--- config.mk ---
export PLATFORM = sky130hd
export DESIGN_NAME = hazard_fwd_unit_flat
export DESIGN_NICKNAME = d
export VERILOG_FILES = /design/src/rtl/hazard_fwd_unit_if.sv /design/src/rtl/hazard_fwd_unit.sv /design/src/flat_wrapper.sv
export SDC_FILE = /design/constraint.sdc
export NUM_CORES = 1
export LEC_CHECK = 0
export ABC_CLOCK_PERIOD_IN_PS = 9700
export CAP_MARGIN = 20
export CORE_ASPECT_RATIO = 0.5
export CORE_MARGIN = 5
export CORE_UTILIZATION = 49
export CTS_CLUSTER_SIZE = 10
export DETAILED_ROUTE_END_ITERATION = 10
export GPL_ROUTABILITY_DRIVEN = 0
export PLACE_DENSITY = 0.95
export SYNTH_ARGS = -nofsm -noshare
export SYNTH_HDL_FRONTEND = slang
export SYNTH_SLANG_ARGS = --single-unit
--- constraint.sdc ---
create_clock -name clk -period 9.7 [get_ports clk]
set_input_delay 1.94 -clock clk [delete_from_list [all_inputs] [get_ports clk]]
set_output_delay 1.94 -clock clk [all_outputs]
set_load 0.02 [all_outputs]
--- src/rtl/hazard_fwd_unit_if.sv ---
// hazard_fwd_unit_if: ID-stage, EX/MEM result and writeback signals of the hazard/forwarding unit
interface hazard_fwd_unit_if #(
  parameter int NUM_DOMAINS = 1,
  parameter int REG_ADDR_WID = 3
);
  localparam int DW = NUM_DOMAINS * 8;
  logic                    id_valid;
  logic [REG_ADDR_WID-1:0] id_src1_addr, id_src2_addr, id_dst_addr;
  logic [DW-1:0]           id_rd_data1, id_rd_data2;
  logic                    id_reg_wr, id_is_load;
  logic [DW-1:0]           ex_result, mem_dout;
  logic                    branch_taken_EX;
  logic [DW-1:0]           op1_fwd, op2_fwd;
  logic                    stall;
  logic                    wb_wr_en;
  logic [REG_ADDR_WID-1:0] wb_addr;
  logic [DW-1:0]           wb_data;
  logic [15:0]             fwd_hit_cnt;
  modport master (
    output id_valid, id_src1_addr, id_src2_addr, id_dst_addr, id_rd_data1, id_rd_data2,
           id_reg_wr, id_is_load, ex_result, mem_dout, branch_taken_EX,
    input  op1_fwd, op2_fwd, stall, wb_wr_en, wb_addr, wb_data, fwd_hit_cnt
  );
  modport slave (
    input  id_valid, id_src1_addr, id_src2_addr, id_dst_addr, id_rd_data1, id_rd_data2,
           id_reg_wr, id_is_load, ex_result, mem_dout, branch_taken_EX,
    output op1_fwd, op2_fwd, stall, wb_wr_en, wb_addr, wb_data, fwd_hit_cnt
  );
endinterface

--- src/rtl/hazard_fwd_unit.sv ---
// hazard_fwd_unit: operand forwarding, load-use stall, branch squash and writeback
// across FWD_DEPTH tracked stages (0 = EX, 1 = MEM, last = WB).
module hazard_fwd_unit #(
  parameter int NUM_DOMAINS = 1,
  parameter int REG_ADDR_WID = 3,
  parameter int FWD_DEPTH = 3
) (
  input logic clk,
  input logic reset,
  hazard_fwd_unit_if.slave b
);
  localparam int DW = NUM_DOMAINS * 8;
  localparam int L = FWD_DEPTH - 1;
  logic [L:0]              vld_q, vld_d, wr_q, wr_d;
  logic [1:0]              ld_q, ld_d;
  logic [REG_ADDR_WID-1:0] dst_q [FWD_DEPTH];
  logic [REG_ADDR_WID-1:0] dst_d [FWD_DEPTH];
  logic [DW-1:0]           dat_q [1:L];
  logic [DW-1:0]           dat_d [1:L];
  logic [DW-1:0]           sd [FWD_DEPTH];
  logic [15:0]             cnt_q, cnt_d;
  logic [16:0]             sum;
  logic                    hit1, hit2, lu1, lu2, accept;

  // Stage 0 has no stored data: its value is the live ALU result.
  always_comb begin
    sd[0] = b.ex_result;
    sd[1] = ld_q[1] ? b.mem_dout : dat_q[1];
    for (int s = 2; s < FWD_DEPTH; s++) sd[s] = dat_q[s];
  end

  // Scan oldest to youngest so the youngest match is the one left standing.
  always_comb begin
    b.op1_fwd = b.id_rd_data1;
    b.op2_fwd = b.id_rd_data2;
    hit1 = 1'b0;
    hit2 = 1'b0;
    lu1 = 1'b0;
    lu2 = 1'b0;
    for (int s = L; s >= 0; s--) begin
      if (vld_q[s] && wr_q[s] && dst_q[s] == b.id_src1_addr) begin
        b.op1_fwd = sd[s];
        hit1 = 1'b1;
        lu1 = (s == 0) && ld_q[0];
      end
      if (vld_q[s] && wr_q[s] && dst_q[s] == b.id_src2_addr) begin
        b.op2_fwd = sd[s];
        hit2 = 1'b1;
        lu2 = (s == 0) && ld_q[0];
      end
    end
  end

  assign b.stall = b.id_valid && !b.branch_taken_EX && (lu1 || lu2);
  assign accept = b.id_valid && !b.stall && !b.branch_taken_EX;
  assign sum = {1'b0, cnt_q} + 17'(hit1) + 17'(hit2);
  assign cnt_d = accept ? (sum[16] ? 16'hFFFF : sum[15:0]) : cnt_q;

  always_comb begin
    vld_d = {vld_q[L-1:0], accept};
    wr_d = {wr_q[L-1:0], b.id_reg_wr};
    ld_d = {ld_q[0], b.id_is_load};
    dst_d[0] = b.id_dst_addr;
    for (int s = 1; s < FWD_DEPTH; s++) begin
      dst_d[s] = dst_q[s-1];
      dat_d[s] = sd[s-1];
    end
  end

  always_ff @(posedge clk or negedge reset) begin
    if (!reset) begin
      vld_q <= '0;
      wr_q <= '0;
      ld_q <= '0;
      cnt_q <= '0;
      for (int s = 0; s < FWD_DEPTH; s++) dst_q[s] <= '0;
      for (int s = 1; s < FWD_DEPTH; s++) dat_q[s] <= '0;
    end else begin
      vld_q <= vld_d;
      wr_q <= wr_d;
      ld_q <= ld_d;
      cnt_q <= cnt_d;
      dst_q <= dst_d;
      dat_q <= dat_d;
    end
  end

  assign b.wb_wr_en = vld_q[L] && wr_q[L];
  assign b.wb_addr = dst_q[L];
  assign b.wb_data = dat_q[L];
  assign b.fwd_hit_cnt = cnt_q;
endmodule
--- src/flat_wrapper.sv ---
// flat-port wrapper written by rule: the top's interface ports become plain ports
module hazard_fwd_unit_flat 
#(
  parameter int NUM_DOMAINS = 1,
  parameter int REG_ADDR_WID = 3,
  parameter int FWD_DEPTH = 3
)
  (clk, reset, b_id_valid, b_id_src1_addr, b_id_src2_addr, b_id_dst_addr, b_id_rd_data1, b_id_rd_data2, b_id_reg_wr, b_id_is_load, b_ex_result, b_mem_dout, b_branch_taken_EX, b_op1_fwd, b_op2_fwd, b_stall, b_wb_wr_en, b_wb_addr, b_wb_data, b_fwd_hit_cnt);
  hazard_fwd_unit_if #(.NUM_DOMAINS(NUM_DOMAINS), .REG_ADDR_WID(REG_ADDR_WID)) b_i ();
  input logic clk;
  input logic reset;
  input wire logic [$bits(b_i.id_valid)-1:0] b_id_valid;
  input wire logic [$bits(b_i.id_src1_addr)-1:0] b_id_src1_addr;
  input wire logic [$bits(b_i.id_src2_addr)-1:0] b_id_src2_addr;
  input wire logic [$bits(b_i.id_dst_addr)-1:0] b_id_dst_addr;
  input wire logic [$bits(b_i.id_rd_data1)-1:0] b_id_rd_data1;
  input wire logic [$bits(b_i.id_rd_data2)-1:0] b_id_rd_data2;
  input wire logic [$bits(b_i.id_reg_wr)-1:0] b_id_reg_wr;
  input wire logic [$bits(b_i.id_is_load)-1:0] b_id_is_load;
  input wire logic [$bits(b_i.ex_result)-1:0] b_ex_result;
  input wire logic [$bits(b_i.mem_dout)-1:0] b_mem_dout;
  input wire logic [$bits(b_i.branch_taken_EX)-1:0] b_branch_taken_EX;
  output wire logic [$bits(b_i.op1_fwd)-1:0] b_op1_fwd;
  output wire logic [$bits(b_i.op2_fwd)-1:0] b_op2_fwd;
  output wire logic [$bits(b_i.stall)-1:0] b_stall;
  output wire logic [$bits(b_i.wb_wr_en)-1:0] b_wb_wr_en;
  output wire logic [$bits(b_i.wb_addr)-1:0] b_wb_addr;
  output wire logic [$bits(b_i.wb_data)-1:0] b_wb_data;
  output wire logic [$bits(b_i.fwd_hit_cnt)-1:0] b_fwd_hit_cnt;
  assign b_i.id_valid = b_id_valid;
  assign b_i.id_src1_addr = b_id_src1_addr;
  assign b_i.id_src2_addr = b_id_src2_addr;
  assign b_i.id_dst_addr = b_id_dst_addr;
  assign b_i.id_rd_data1 = b_id_rd_data1;
  assign b_i.id_rd_data2 = b_id_rd_data2;
  assign b_i.id_reg_wr = b_id_reg_wr;
  assign b_i.id_is_load = b_id_is_load;
  assign b_i.ex_result = b_ex_result;
  assign b_i.mem_dout = b_mem_dout;
  assign b_i.branch_taken_EX = b_branch_taken_EX;
  assign b_op1_fwd = b_i.op1_fwd;
  assign b_op2_fwd = b_i.op2_fwd;
  assign b_stall = b_i.stall;
  assign b_wb_wr_en = b_i.wb_wr_en;
  assign b_wb_addr = b_i.wb_addr;
  assign b_wb_data = b_i.wb_data;
  assign b_fwd_hit_cnt = b_i.fwd_hit_cnt;
  hazard_fwd_unit #(.NUM_DOMAINS(NUM_DOMAINS), .REG_ADDR_WID(REG_ADDR_WID), .FWD_DEPTH(FWD_DEPTH)) u_core (.clk(clk), .reset(reset), .b(b_i));
endmodule
==> impl_metrics.json, run 1 <==
{
  "die_width_microns": 115.5,
  "cts.sinks": 49,
  "die-area_sq_um": 7249,
  "crit_slowest_cell": "nor4_4",
  "worst_ep_arrival_time_ps": 4600,
  "maxSlewViolCount": 0,
  "area_delta_synth_final_pct": 39.13,
  "via_per_inst": 5.546,
  "drv_cap": 0,
  "ctsHoldBuffers": 0,
  "final_net_count": 391,
  "std_cell_rows": 19,
  "p_total_uw": 469.4,
  "combPwrFrac": 0.235,
  "grt_pass1_vias": 2449,
  "synth-main-ff-cell": "dfrtp_1",
  "fin_crit_sh": 0.6744,
  "fin_skew_ps": 9.260,
  "wl_per_cell_microns": 17.96,
  "dpl.hpwl_microns": 5445,
  "drc": 0,
  "synth_cell_types": 45,
  "post-cts-setup-buffer-count": 0,
  "grt_first_pass_wirelength_microns": 11720,
  "powerDensity_nw_per_um2": 123.7,
  "placedCellCount": 406,
  "netlist_area_sq_um": 2728,
  "drt-initial-drc-count": 148,
  "antenna_left": 0,
  "die_y_microns": 62.76,
  "initial_utilization": 0.5010,
  "cts-root-buf": "clkbuf_8",
  "grt_max_degree": 50,
  "stdcell_count": 416,
  "maxSlewHeadroom": 0.4612,
  "required_ps": 7760,
  "fmax_mhz": 152.9,
  "min_path_type": "reg2reg",
  "p_sw_frac": 0.2917,
  "fin_ws_ps": 3158,
  "diodes": 0,
  "ir_worst_vdd_uv": 69.37,
  "htreeDepth": 2,
  "placed_area_sq_um": 3664,
  "grt_overflow": 0,
  "seq_power_share": 0.487,
  "max_slew.worst_pin.slew_ps": 801.5,
  "crit_family": "buffers and inverters",
  "io_pins": 92,
  "yosysSeqAreaShare": 0.4495,
  "drt_first_pass_iters": 4,
  "hold_slack_ps": 398.8,
  "power.leakage_nw": 1.482,
  "ys_warn_count": 0,
  "antenna_found_initial": 0,
  "synth_nets": 304,
  "wl_microns": 7470,
  "cts_buffer_depth": 2,
  "status": "finished, final reports clean",
  "clkPwrFrac": 0.277,
  "synthCells": 255,
  "place_ws_ps": 3010,
  "finalSetupViolations": 0,
  "internal_power_uw": 332.5,
  "final_cell_mix": "90 x clkdlybuf4s50_1, 49 x dfrtp_1, 29 x nand2_1",
  "worstSkewPairLatency_ps": 310,
  "ctsResizeCount": 0,
  "drive_gt1_frac": 0.1458,
  "hold_viol": 0,
  "synth_area_per_cell_sq_um": 10.70,
  "start_kind": "input pin",
  "cp-end-kind": "output pin",
  "timing.critical_path.buf_inv": 2,
  "cpMostUsedCell": "clkdlybuf4s50_1",
  "numCtsBuffers": 5,
  "fin_area_sq_um": 3795,
  "port-buffer-count": 91,
  "crit_chain": "clkdlybuf4s50_1, xor2_1, nor4_4, mux2_2, mux2i_1, o21ai_0, clkdlybuf4s50_1",
  "grt_usage": 0.2017,
  "final.setup.tns_ps": 0,
  "async_flop_share": 1.000,
  "tritoncts": "done",
  "layout_commonest_cell": "clkdlybuf4s50_1",
  "period_needed_ps": 6542,
  "path_clk_slew_ps": 90,
  "critical_path.max_fanout": 9,
  "rsz0062_at_grt": "no",
  "synth_seq_cells": 49,
  "cpPeakStageDelay_ps": 670,
  "criticalPathCategory": "in2out",
  "postLayoutCoreUtil": 0.6971,
  "synth_edf_count": 0,
  "core_sq_um": 5444,
  "p_switching_uw": 137.0,
  "via_count": 2307
}
## layout make-up
cell class | instances | area, sq um
Clock buffer | 6 | 82.58
Clock inverter | 2 | 17.52
Fill cell | 383 | 1649
Inverter | 8 | 30.03
Multi-Input combinational cell | 182 | 1388
Sequential cell | 49 | 1226
Tap cell | 73 | 91.34
Timing Repair Buffer | 96 | 959.7
## path summary, 6_finish.rpt
| kind | startpoint | end | slack (ps) | cells after the start |
|---|---|---|---|---|
| max in group asynchronous | reset | u_core.dat_q[12]$_DFF_PN0_ | 7750 | 2 |
| worst min-delay path | u_core.wr_q[1]$_DFF_PN0_ | u_core.wr_q[2]$_DFF_PN0_ | 400 | 0 |
| min in group asynchronous | reset | u_core.b.fwd_hit_cnt[13]$_DFFE_PN0P_ | 1470 | 1 |
| worst max register to register | u_core.dst_d[2]$_DFF_PN0_ | u_core.b.fwd_hit_cnt[2]$_DFFE_PN0P_ | 5870 | 12 |
| worst min register to register | u_core.wr_q[1]$_DFF_PN0_ | u_core.wr_q[2]$_DFF_PN0_ | 400 | 0 |
| worst max-delay path | b_id_src2_addr[2] | b_op2_fwd[3] | 3160 | 7 |
## power groups by stage
stage               registers (mW)  logic [mW]  clock network (mW)
finish                       0.229       0.110               0.130
global route                 0.230       0.117               0.141
CTS                          0.228       0.110               0.132
floorplan                    0.236      0.0471                   0
global placement             0.231       0.105                   0
detailed placement           0.232       0.108                   0
## sequential cells by signal, indices dropped and copies added (netlist names)
signal and flops:
u_core.vld_q 3, u_core.b.fwd_hit_cnt 16, u_core.ld_q 2, u_core.b.wb_addr 3
u_core.dat_q 8, u_core.wr_q 3, u_core.b.wb_data 8, u_core.dst_d 6
## synth_stat cells, types with 3 or more instances
cell | count | area [sq um]
nand4_1 | 6 | 37.54
xor2_1 | 18 | 157.7
o21ai_0 | 18 | 90.09
mux2_2 | 25 | 281.5
inv_1 | 7 | 26.28
nand2_1 | 29 | 108.9
or4_1 | 5 | 37.54
nor3_1 | 4 | 20.02
nor4_1 | 4 | 25.02
a31oi_1 | 3 | 18.77
dfrtp_1 | 49 | 1226
o31ai_1 | 3 | 22.52
mux2i_1 | 16 | 160.2
nor2_1 | 3 | 11.26
buf_4 | 8 | 60.06
o21ai_1 | 3 | 15.01
clkbuf_1 | 4 | 15.01
nand3_1 | 12 | 60.06
## cells by family (layout without fill, tap and decap cells)
family / Yosys count / after routing / synth area share
DFF: 49 / 49 / 0.4495
and+or+nand+nor: 79 / 79 / 0.1670
xor gates and xnor gates: 19 / 19 / 0.06101
AOI/OAI and AO/OA: 41 / 41 / 0.09909
buffers and inverters: 24 / 112 / 0.04954
adders and majority gates: 2 / 2 / 0.01193
muxes: 41 / 41 / 0.1619
## routing by layer
metal / up-vias / routed length, microns / global-route usage / share of wire
met5: - / 0 / 0 / 0
met4: 0 / 34 / 0.03660 / 0.0046
met3: 4 / 355 / 0.04062 / 0.048
met2: 61 / 4018 / 0.3883 / 0.54
met1: 1154 / 3061 / 0.2308 / 0.41
li1: 1088 / - / - / -
No activity file was read; power rests on OpenSTA's default activity.
==> run 2, diff against run 1 <==
--- a/config.mk
+++ b/config.mk
@@ -5,15 +5,15 @@
 export SDC_FILE = /design/constraint.sdc
 export NUM_CORES = 1
 export LEC_CHECK = 0
-export ABC_CLOCK_PERIOD_IN_PS = 9700
+export ABC_CLOCK_PERIOD_IN_PS = 6180
 export CAP_MARGIN = 20
 export CORE_ASPECT_RATIO = 0.5
 export CORE_MARGIN = 5
-export CORE_UTILIZATION = 49
+export CORE_UTILIZATION = 46
 export CTS_CLUSTER_SIZE = 10
 export DETAILED_ROUTE_END_ITERATION = 10
 export GPL_ROUTABILITY_DRIVEN = 0
-export PLACE_DENSITY = 0.95
+export PLACE_DENSITY = 0.91
 export SYNTH_ARGS = -nofsm -noshare
 export SYNTH_HDL_FRONTEND = slang
 export SYNTH_SLANG_ARGS = --single-unit
==> constraint.sdc (replaced) <==
create_clock -name clk -period 6.18 [get_ports clk]
set_input_delay 1.236 -clock clk [delete_from_list [all_inputs] [get_ports clk]]
set_output_delay 1.236 -clock clk [all_outputs]
set_load 0.02 [all_outputs]
==> impl_metrics.json, run 2 (synthesis results as in run 1) <==
{
  "status": "finished, final reports clean",
  "fin_skew_ps": 4.278,
  "drc": 0,
  "die_y_microns": 64.45,
  "grt_max_degree": 50,
  "port-buffer-count": 91,
  "area_delta_synth_final_pct": 40.41,
  "layout_commonest_cell": "clkdlybuf4s50_1",
  "maxSlewViolCount": 0,
  "grt_first_pass_wirelength_microns": 12670,
  "cts-root-buf": "clkbuf_16",
  "ctsHoldBuffers": 0,
  "ctsResizeCount": 0,
  "io_pins": 92,
  "drv_cap": 0,
  "maxSlewHeadroom": 0.5034,
  "required_ps": 4940,
  "fin_area_sq_um": 3830,
  "min_path_type": "reg2reg",
  "critical_path.max_fanout": 9,
  "cp-end-kind": "output pin",
  "cts.sinks": 49,
  "grt_usage": 0.2084,
  "wl_per_cell_microns": 18.62,
  "drt-initial-drc-count": 72,
  "finalSetupViolations": 0,
  "via_count": 2353,
  "tritoncts": "done",
  "cts_buffer_depth": 2,
  "max_slew.worst_pin.slew_ps": 726.2,
  "grt_overflow": 0,
  "final.setup.tns_ps": 0,
  "ir_worst_vdd_uv": 129.1,
  "grt_pass1_vias": 2466,
  "placedCellCount": 407,
  "n_fill_cell": 406,
  "antenna_left": 0,
  "rsz0062_at_grt": "no",
  "stdcell_count": 416,
  "fmax_mhz": 196.4,
  "wl_microns": 7745,
  "path_clk_slew_ps": 60,
  "period_needed_ps": 5092,
  "final_cell_mix": "90 x clkdlybuf4s50_1, 49 x dfrtp_1, 29 x nand2_1",
  "dpl.hpwl_microns": 5678,
  "largest_reg_flops": 16,
  "die-area_sq_um": 7663,
  "final_net_count": 391,
  "initial_utilization": 0.4862,
  "criticalPathCategory": "in2out",
  "placed_area_sq_um": 3671,
  "start_kind": "input pin",
  "drive_gt1_frac": 0.1429,
  "worst_ep_arrival_time_ps": 3860,
  "post-cts-setup-buffer-count": 0,
  "worstSkewPairLatency_ps": 290,
  "core_sq_um": 5610,
  "powerDensity_nw_per_um2": 207.9,
  "diodes": 0,
  "fin_crit_sh": 0.8240,
  "die_width_microns": 118.9,
  "antenna_found_initial": 0,
  "std_cell_rows": 19,
  "htreeDepth": 2,
  "numCtsBuffers": 5,
  "drt_first_pass_iters": 4,
  "via_per_inst": 5.656,
  "power.leakage_nw": 1.500,
  "hold_viol": 0
}
## run 2: cell types whose count changed in the layout (fill, tap and decap cells not counted), sizes merged
cell    change
clkinv      +1
inv         -1
## run 2: metrics by stage
step / util / worst slack (ps) / total power, mW / hold WS, ps
global placement: 0.6543 / 1186 / 0.5293 / 360.7
CTS: 0.6791 / 1056 / 0.8033 / 379.0
finish: 0.6826 / 1088 / 0.7961 / 381.2
detailed placement: 0.6543 / 1057 / 0.5380 / 364.6
floorplan: - / 2102 / 0.4438 / 353.5
global route: 0.6826 / 950.4 / 0.8285 / 383.0
## run 2: path summary, 6_finish.rpt
kind,startpoint,endpoint,slack (ps),cells past startpoint
max,b_id_src1_addr[2],b_op1_fwd[7],1090,7
min,u_core.vld_q[1]$_DFF_PN0_,u_core.vld_q[2]$_DFF_PN0_,380,0
max reg2reg,u_core.b.wb_addr[2]$_DFF_PN0_,u_core.b.fwd_hit_cnt[0]$_DFFE_PN0P_,2690,11
min reg2reg,u_core.vld_q[1]$_DFF_PN0_,u_core.vld_q[2]$_DFF_PN0_,380,0
max in group asynchronous,reset,u_core.dat_q[10]$_DFF_PN0_,4910,2
min in group asynchronous,reset,u_core.b.fwd_hit_cnt[10]$_DFFE_PN0P_,790,1
## run 2: power by group
group	internal (mW)	total [mW]	switching, mW	leakage [nW]
registers	0.341	0.359	0.0183	0.600
clock network	0.149	0.263	0.114	0.0706
logic	0.0886	0.174	0.0857	0.829
## run 2: per-layer routing
layer	track usage	routed length [microns]
met1	0.2404	3142
met5	0	0
met2	0.3830	4041
met3	0.05995	406
met4	0.06205	155
## run 2: critical path, stage by stage
cell and delay (ps):
clkdlybuf4s50_1 500, xor2_1 210, nor4_4 690, mux2_2 410
mux2i_1 140, o21ai_0 100, clkdlybuf4s50_1 570
## run 2: area by class of cell
type,count,area [sq um],share of cell area
flip-flops and latches,49,1226,0.3202
repair buffers,96,955.9,0.2496
clock buffers,6,128.9,0.03365
well taps,73,91.34,0.02385
multi-input cells,182,1388,0.3623
clock inverters,2,10.01,0.002614
inverters,8,30.03,0.007841
==> run 3, diff against run 2 <==
--- a/config.mk
+++ b/config.mk
@@ -5,15 +5,15 @@
 export SDC_FILE = /design/constraint.sdc
 export NUM_CORES = 1
 export LEC_CHECK = 0
-export ABC_CLOCK_PERIOD_IN_PS = 6180
+export ABC_CLOCK_PERIOD_IN_PS = 4400
 export CAP_MARGIN = 20
 export CORE_ASPECT_RATIO = 0.5
 export CORE_MARGIN = 5
-export CORE_UTILIZATION = 46
+export CORE_UTILIZATION = 41
 export CTS_CLUSTER_SIZE = 10
 export DETAILED_ROUTE_END_ITERATION = 10
 export GPL_ROUTABILITY_DRIVEN = 0
-export PLACE_DENSITY = 0.91
+export PLACE_DENSITY = 0.86
 export SYNTH_ARGS = -nofsm -noshare
 export SYNTH_HDL_FRONTEND = slang
 export SYNTH_SLANG_ARGS = --single-unit
==> constraint.sdc (replaced) <==
create_clock -name clk -period 4.4 [get_ports clk]
set_input_delay 0.88 -clock clk [delete_from_list [all_inputs] [get_ports clk]]
set_output_delay 0.88 -clock clk [all_outputs]
set_load 0.02 [all_outputs]
==> impl_metrics.json, run 3 (synthesis results as in run 1) <==
{
  "ir_worst_vdd_uv": 184.5,
  "std_cell_rows": 21,
  "wl_per_cell_microns": 17.71,
  "port-buffer-count": 91,
  "maxSlewHeadroom": 0.5506,
  "max_slew.worst_pin.slew_ps": 657.1,
  "tritoncts": "done",
  "power.leakage_nw": 1.541,
  "antenna_left": 0,
  "p_total_mw": 1.149,
  "drt-initial-drc-count": 206,
  "worstSkewPairLatency_ps": 290,
  "final.setup.tns_ps": 0,
  "drt_first_pass_iters": 4,
  "dpl.hpwl_microns": 5857,
  "grt_first_pass_wirelength_microns": 12540,
  "period_needed_ps": 4159,
  "powerDensity_nw_per_um2": 292.4,
  "fin_ws_ps": 240.8,
  "hold_viol": 0,
  "finalSetupViolations": 0,
  "place_ws_ps": 235.7,
  "cts.sinks": 49,
  "die_y_microns": 67.68,
  "cts-root-buf": "clkbuf_16",
  "numCtsBuffers": 5,
  "critical_path.max_fanout": 7,
  "core_sq_um": 6569,
  "maxSlewViolCount": 0,
  "initial_utilization": 0.4152,
  "layout_commonest_cell": "clkdlybuf4s50_1",
  "ctsHoldBuffers": 0,
  "post-cts-setup-buffer-count": 0,
  "area_delta_synth_final_pct": 44.04,
  "cp-end-kind": "output pin",
  "largest_reg_flops": 16,
  "rsz0062_at_grt": "no",
  "grt_max_degree": 50,
  "die-area_sq_um": 8483,
  "grt_pass1_vias": 2512,
  "drive_gt1_frac": 0.1605,
  "ctsResizeCount": 0,
  "via_count": 2369,
  "required_ps": 3520,
  "cts_buffer_depth": 2,
  "min_path_type": "reg2reg",
  "final_net_count": 397,
  "postLayoutCoreUtil": 0.5981,
  "wl_microns": 7812,
  "fin_skew_ps": 5.956,
  "htreeDepth": 2,
  "stdcell_count": 441,
  "grt_usage": 0.1826,
  "grt_overflow": 0,
  "die_width_microns": 125.4,
  "fmax_mhz": 240.4,
  "path_clk_slew_ps": 60,
  "criticalPathCategory": "in2out",
  "antenna_found_initial": 0,
  "status": "finished, final reports clean",
  "via_per_inst": 5.372,
  "placedCellCount": 432,
  "fin_crit_sh": 0.9453,
  "drc": 0,
  "final_cell_mix": "90 x clkdlybuf4s50_1, 49 x dfrtp_1, 29 x nand2_1",
  "worst_ep_arrival_time_ps": 3280,
  "io_pins": 92,
  "drv_cap": 0,
  "diodes": 0,
  "start_kind": "input pin"
}
-- run 3: cell types whose count changed in the layout (fill, tap and decap cells not counted), sizes merged --
cell and delta:
buf +6, clkinv -1, inv +1
-- run 3: cell type report --
cell class	count	area, sq um
inverters	8	30.03
well taps	92	115.1
multi-input cells	182	1388
clock buffers	6	138.9
fillers	507	2640
clock inverters	2	17.52
flip-flops and latches	49	1226
repair buffers	102	1013
-- run 3: path summary, 6_finish.rpt --
path                            depth (start not counted)                     startpoint  slack [ps]                                   to
worst min register to register                          0       u_core.wr_q[1]$_DFF_PN0_         380             u_core.wr_q[2]$_DFF_PN0_
worst max register to register                         12  u_core.b.wb_addr[2]$_DFF_PN0_        1190  u_core.b.fwd_hit_cnt[0]$_DFFE_PN0P_
worst min-delay path                                    0       u_core.wr_q[1]$_DFF_PN0_         380             u_core.wr_q[2]$_DFF_PN0_
min in group asynchronous                               1                          reset         430           u_core.dat_q[14]$_DFF_PN0_
max in group asynchronous                               2                          reset        3490             u_core.ld_q[0]$_DFF_PN0_
worst max-delay path                                    7              b_id_src1_addr[2]         240                         b_op1_fwd[5]
-- run 3: through the flow --
| step | hold slack, ps | instance area (sq um) |
|---|---|---|
| floorplan | 353.5 | 2728 |
| global placement | 359.4 | 3752 |
| detailed placement | 359.8 | 3752 |
| CTS | 378.2 | 3909 |
| global route | 387.6 | 3929 |
| finish | 377.3 | 3929 |
-- run 3: critical path: stages --
cell and delay (ps):
clkdlybuf4s50_1 500, xor2_1 200, nor4_2 430, buf_4 280, mux2i_1 90, o21ai_0 240
clkdlybuf4s50_1 660
-- run 3: per-layer routing --
metal  global-route usage  wire [microns]  part of all wire  up-vias
met5                    0               0                 0        -
met4              0.03784              81             0.010        0
met3              0.03476             381             0.049       11
met2               0.3603            4171              0.53       75
met1               0.2117            3178              0.41     1182
li1                     -               -                 -     1101
-- run 3: power by group --
part | internal, mW | switching [mW] | total (mW)
sequential | 0.478 | 0.0278 | 0.506
clock | 0.229 | 0.168 | 0.398
combinational | 0.126 | 0.120 | 0.245
